## src/rtl/playlist_ctrl.sv

```systemverilog
// Transport/playlist controller: turns button pulses and song_done into play, reset_play and
// a track index, with loop-all, repeat-one, shuffle and stop-at-end playback modes.
module playlist_ctrl #(
  parameter int unsigned NUM_SONGS = 5,
  parameter int unsigned SONG_W    = 3,
  parameter logic [7:0]  LFSR_SEED = 8'hA5
) (
  input  logic              clk,
  input  logic              reset,
  input  logic              play_pause,
  input  logic              next,
  input  logic              prev,
  input  logic              song_done,
  input  logic [1:0]        mode,
  output logic              play,
  output logic              reset_play,
  output logic [SONG_W-1:0] song
);

  typedef enum logic [1:0] {
    StStop,
    StPause,
    StPlay,
    StLoad
  } state_e;

  localparam logic [1:0] ModeLoopAll   = 2'b00;
  localparam logic [1:0] ModeRepeatOne = 2'b01;
  localparam logic [1:0] ModeShuffle   = 2'b10;
  localparam logic [1:0] ModeStopEnd   = 2'b11;

  localparam logic [SONG_W-1:0] LastSong = SONG_W'(NUM_SONGS - 1);

  state_e            r_state, w_state_d;
  logic [SONG_W-1:0] r_song, w_song_d;
  logic [SONG_W-1:0] r_hist, w_hist_d;
  logic [7:0]        r_lfsr, w_lfsr_d;

  logic [SONG_W-1:0] w_inc, w_dec, w_cand, w_pick, w_skip_song;
  logic              w_fb;

  // Wrapping increment; >= keeps any out-of-range value from escaping the track range.
  function automatic logic [SONG_W-1:0] f_inc(input logic [SONG_W-1:0] s);
    return (s >= LastSong) ? '0 : s + SONG_W'(1);
  endfunction

  assign w_inc = f_inc(r_song);
  assign w_dec = (r_song == '0) ? LastSong : r_song - SONG_W'(1);

  // Shuffle pick: bump the candidate forward when it would replay the current track.
  assign w_cand = SONG_W'(32'(r_lfsr) % NUM_SONGS);
  assign w_pick = (w_cand == r_song) ? f_inc(w_cand) : w_cand;

  assign w_fb     = r_lfsr[7] ^ r_lfsr[5] ^ r_lfsr[4] ^ r_lfsr[3];
  assign w_lfsr_d = {r_lfsr[6:0], w_fb};

  always_comb begin
    w_skip_song = r_song;
    if (next) begin
      w_skip_song = (mode == ModeShuffle) ? w_pick : w_inc;
    end else if (prev) begin
      w_skip_song = (mode == ModeShuffle) ? r_hist : w_dec;
    end
  end

  always_comb begin
    w_state_d = r_state;
    w_song_d  = r_song;
    unique case (r_state)
      StStop: w_state_d = StPause;
      StPause: begin
        if (play_pause) begin
          w_state_d = StPlay;
        end else if (next || prev) begin
          w_state_d = StLoad;
          w_song_d  = w_skip_song;
        end
      end
      StPlay: begin
        if (play_pause) begin
          w_state_d = StPause;
        end else if (next || prev) begin
          w_state_d = StLoad;
          w_song_d  = w_skip_song;
        end else if (song_done) begin
          w_state_d = StLoad;
          unique case (mode)
            ModeLoopAll:   w_song_d = w_inc;
            ModeRepeatOne: w_song_d = r_song;
            ModeShuffle:   w_song_d = w_pick;
            ModeStopEnd: begin
              if (r_song == LastSong) begin
                w_state_d = StStop;
                w_song_d  = '0;
              end else begin
                w_song_d = w_inc;
              end
            end
            default: w_song_d = r_song;
          endcase
        end
      end
      StLoad:  w_state_d = StPlay;
      default: w_state_d = StStop;
    endcase
    w_hist_d = (w_song_d != r_song) ? r_song : r_hist;
  end

  always_ff @(posedge clk or negedge reset) begin
    if (!reset) begin
      r_state <= StStop;
      r_song  <= '0;
      r_hist  <= '0;
      r_lfsr  <= LFSR_SEED;
    end else begin
      r_state <= w_state_d;
      r_song  <= w_song_d;
      r_hist  <= w_hist_d;
      r_lfsr  <= w_lfsr_d;
    end
  end

  assign play       = (r_state == StPlay);
  assign reset_play = (r_state == StStop) || (r_state == StLoad);
  assign song       = r_song;

endmodule

```

## config.mk

```make
export PLATFORM = sky130hd
export DESIGN_NAME = playlist_ctrl
export DESIGN_NICKNAME = d
export VERILOG_FILES = /design/src/rtl/playlist_ctrl.sv
export SDC_FILE = /design/constraint.sdc
export NUM_CORES = 1
export LEC_CHECK = 0
export BUFFER_PORTS_ARGS = -buffer_cell sky130_fd_sc_hd__buf_4
export CAP_MARGIN = 25
export CORE_ASPECT_RATIO = 1.5
export CORE_UTILIZATION = 42
export CTS_CLUSTER_SIZE = 14
export DETAILED_ROUTE_END_ITERATION = 16
export HOLD_SLACK_MARGIN = 0.05
export PLACE_DENSITY_LB_ADDON = 0.12
export SLEW_MARGIN = 40
export SYNTH_ARGS = -nofsm -noshare
export SYNTH_HDL_FRONTEND = slang
export SYNTH_SLANG_ARGS = --single-unit
```

## constraint.sdc

```tcl
create_clock -name clk -period 9.07 [get_ports clk]
set_input_delay 1.3605 -clock clk [delete_from_list [all_inputs] [get_ports clk]]
set_output_delay 1.3605 -clock clk [all_outputs]
set_load 0.05 [all_outputs]
```

==> impl_metrics.py <==
metrics = {
    "cts": {
        "worstSkewPairLatency_ps": 240,
        "cts_made_buffers": 3,
        "clockBufferDepth": 2,
        "cts_sinks": 16,
        "postCtsHoldBufs": 0,
        "cts_resized": 0,
        "cts_tree": "done",
        "cts_setup_buffers": 0,
        "clkTransAtPathRegs_ps": 60,
        "clockRootBuffer": "clkbuf_8",
        "h-tree-depth": 1,
    },
    "finish": {
        "syn2layout_area_growth_pct": 4.89,
        "final_cell_mix": "nand2_1, nor2_1, o21ai_0, a21oi_1, inv_1",
        "n_antenna_cell": 0,
        "multi_input_area_sq_mm": 0.00221,
        "final_common_cell": "nand2_1",
        "final_layout_size_suffix_gt1_share_pct": 13.9,
        "finalNetCount": 384,
        "seq_area_sq_um": 405,
        "fin_util_pct": 45.4,
        "fill_cells": 668,
        "final_cells": 436,
    },
    "synth": {
        "syn_nets": 386,
        "synth_edf_count": 0,
        "ys_ff_latch": 16,
        "synth_top_cell_by_area": "dfrtp_1",
        "seq_area_frac_synth_pct": 14.5,
        "yosysUniqueCellTypes": 87,
        "netlist.area_leader.share_pct": 10.8,
        "netlist_area_sq_mm": 0.00279,
        "syn_inst": 363,
        "ys_warn_count": 0,
        "synth_area_leaders": "dfrtp_1, ha_1, nand2_1",
        "synth_area_per_cell_sq_um": 7.68,
        "synthArstFlopShare_pct": 100,
        "ys.flop_type": "dfrtp_1",
    },
    "global_routing": {
        "grt_first_pass_wirelength_um": 13000,
        "antenna_found_initial": 0,
        "grt_overflow": 0,
        "grt_usage_pct": 24.6,
        "grt_pass1_vias": 2786,
        "grt_start_max_net_pins": 21,
    },
    "timing": {
        "worst_clock_skew_ps": 4.70,
        "fin_tns_setup_ps": 0,
        "fmax_mhz": 125,
        "max_slew.worst_pin.slew_ps": 864,
        "rsz0062_at_grt": "no",
        "final.min_clock_period_ps": 7990,
        "hold_viol_final": 0,
        "fin_crit_sh_pct": 88.1,
        "max_slew_margin_pct": 42.0,
        "slew_violations": 0,
        "finalSetupViolCount": 0,
    },
    "min_path": {
        "hold_start": "r_lfsr[0]",
        "hold_class": "reg -> reg",
    },
    "floorplanning": {
        "floorplan.initialDensity_pct": 43.3,
        "io_pins": 13,
        "core_sq_mm": 0.00644,
        "die_w_um": 68.5,
        "dieArea_sq_mm": 0.00697,
        "die_h_um": 102,
        "num_rows": 36,
    },
    "route": {
        "antenna_left": 0,
        "drt_iter0_drc": 195,
        "avgRoutedWirePerCell_um": 18.0,
        "first_pass_iters": 5,
        "drt-total-wl_um": 7840,
        "vias_per_cell": 6.54,
        "remaining_drc_errors": 0,
        "vias": 2851,
    },
    "worst_setup_path": {
        "crit_arrival_ps": 8130,
        "end_kind": "register",
        "slowest_stage": "dfstp_2",
        "crit_required_ps": 9210,
        "crit_type": "reg -> reg",
        "cp_common_cell": "ha_1",
        "crit_path_max_incr_delay_ps": 730,
        "r2r_start": "r_lfsr[5]",
        "cp_max_fo": 18,
        "startpoint": "r_lfsr[5]",
        "cp-start-kind": "register",
    },
    "placement": {
        "portBuffers": 12,
        "hpwl_um": 6250,
        "place_congestion": 0.933,
        "placed_cells": 432,
    },
    "power": {
        "max-vdd-ir-drop_mv": 0.212,
        "power_density_mw_per_mm2": 176,
        "leakagePower_nw": 1.15,
        "total_power_mw": 0.516,
    },
    "run": {
        "cap_viol_max_count": 0,
    },
    "outcome": {
        "run_status": "complete, no violations",
    },
}
[flip-flops by register name, summed over array words and instances (netlist names)]
signal	count
r_state	2
r_hist	3
song	3
r_lfsr	8
[per-layer routing]
layer	wire (um)	global-route usage, %
met1	2980	25.1
met2	4200	46.2
met3	205	1.80
met4	456	15.1
met5	0	0
[logic make-up after synthesis]
kind of cell               after synthesis  share of synthesized area, %
and+or+nand+nor                        146                          28.9
AOI/OAI and AO/OA                      130                          36.7
buffers and inverters                   38                          6.33
xor gates and xnor gates                11                          4.22
muxes                                    6                          2.20
adders and majority gates               16                          7.14
DFF                                     16                          14.5
[cell type report]
class / count / share of cell area, %
multi-input combinational: 309 / 75.5
sequential: 16 / 13.9
tap: 76 / 3.25
timing repair buffer: 12 / 3.08
inverter: 19 / 2.44
clock buffer: 4 / 1.88
[power by group]
group          switching [mW]  internal, mW  total, mW
clock                  0.0227        0.0384     0.0612
sequential             0.0309        0.0875      0.118
combinational           0.210         0.126      0.336
total                   0.264         0.252      0.516
[cell usage after synthesis, drive strengths merged, types with 3 or more instances]
master / count
mux2i: 5
a211oi: 8
and3: 6
a22oi: 4
a41oi: 4
nand4: 9
nand3: 12
nor2b: 7
nand2: 35
a31oi: 8
a21oi: 19
buf: 11
ha: 15
nor2: 28
a21boi: 3
o2111ai: 3
a221o: 3
o22ai: 5
o31ai: 4
a2111oi: 3
xor2: 3
o211ai: 8
o311a: 3
xnor2: 7
dfrtp: 12
nor3: 14
clkbuf: 8
and3b: 3
o311ai: 4
nor4: 5
dfstp: 4
a211o: 4
nand2b: 6
inv: 18
o21ai: 21
and2: 8
[stage by stage]
stage                     setup slack, ps  instance area, sq um  hold WS (ps)
after detailed placement             1130                  2870           453
after global placement               1360                  2870           456
after CTS                            1140                  2920           462
after global routing                  541                  2920           476
after floorplan                      2240                  2790           356
final                                1080                  2920           457
[path summary, 6_finish.rpt]
path                               to  slack [ps]  cells after the start
setup reg to reg            r_hist[0]        1080                     31
hold reg to reg             r_lfsr[1]         460                      0
hold / removal              r_lfsr[1]         460                      0
max in group asynchronous   r_lfsr[2]        7870                      1
min in group asynchronous  r_state[1]         960                      1
setup / recovery            r_hist[0]        1080                     31
[critical path, delay by kind of cell (launching register included)]
kind                       cells  cell delay, ps
AOI/OAI and AO/OA             10            2830
xor gates and xnor gates       2             430
adders and majority gates      5            1180
buffers and inverters          2             160
DFF                            1             730
muxes                          1             120
and+or+nand+nor               11            2410
No activity file was read; power rests on OpenSTA's default activity.
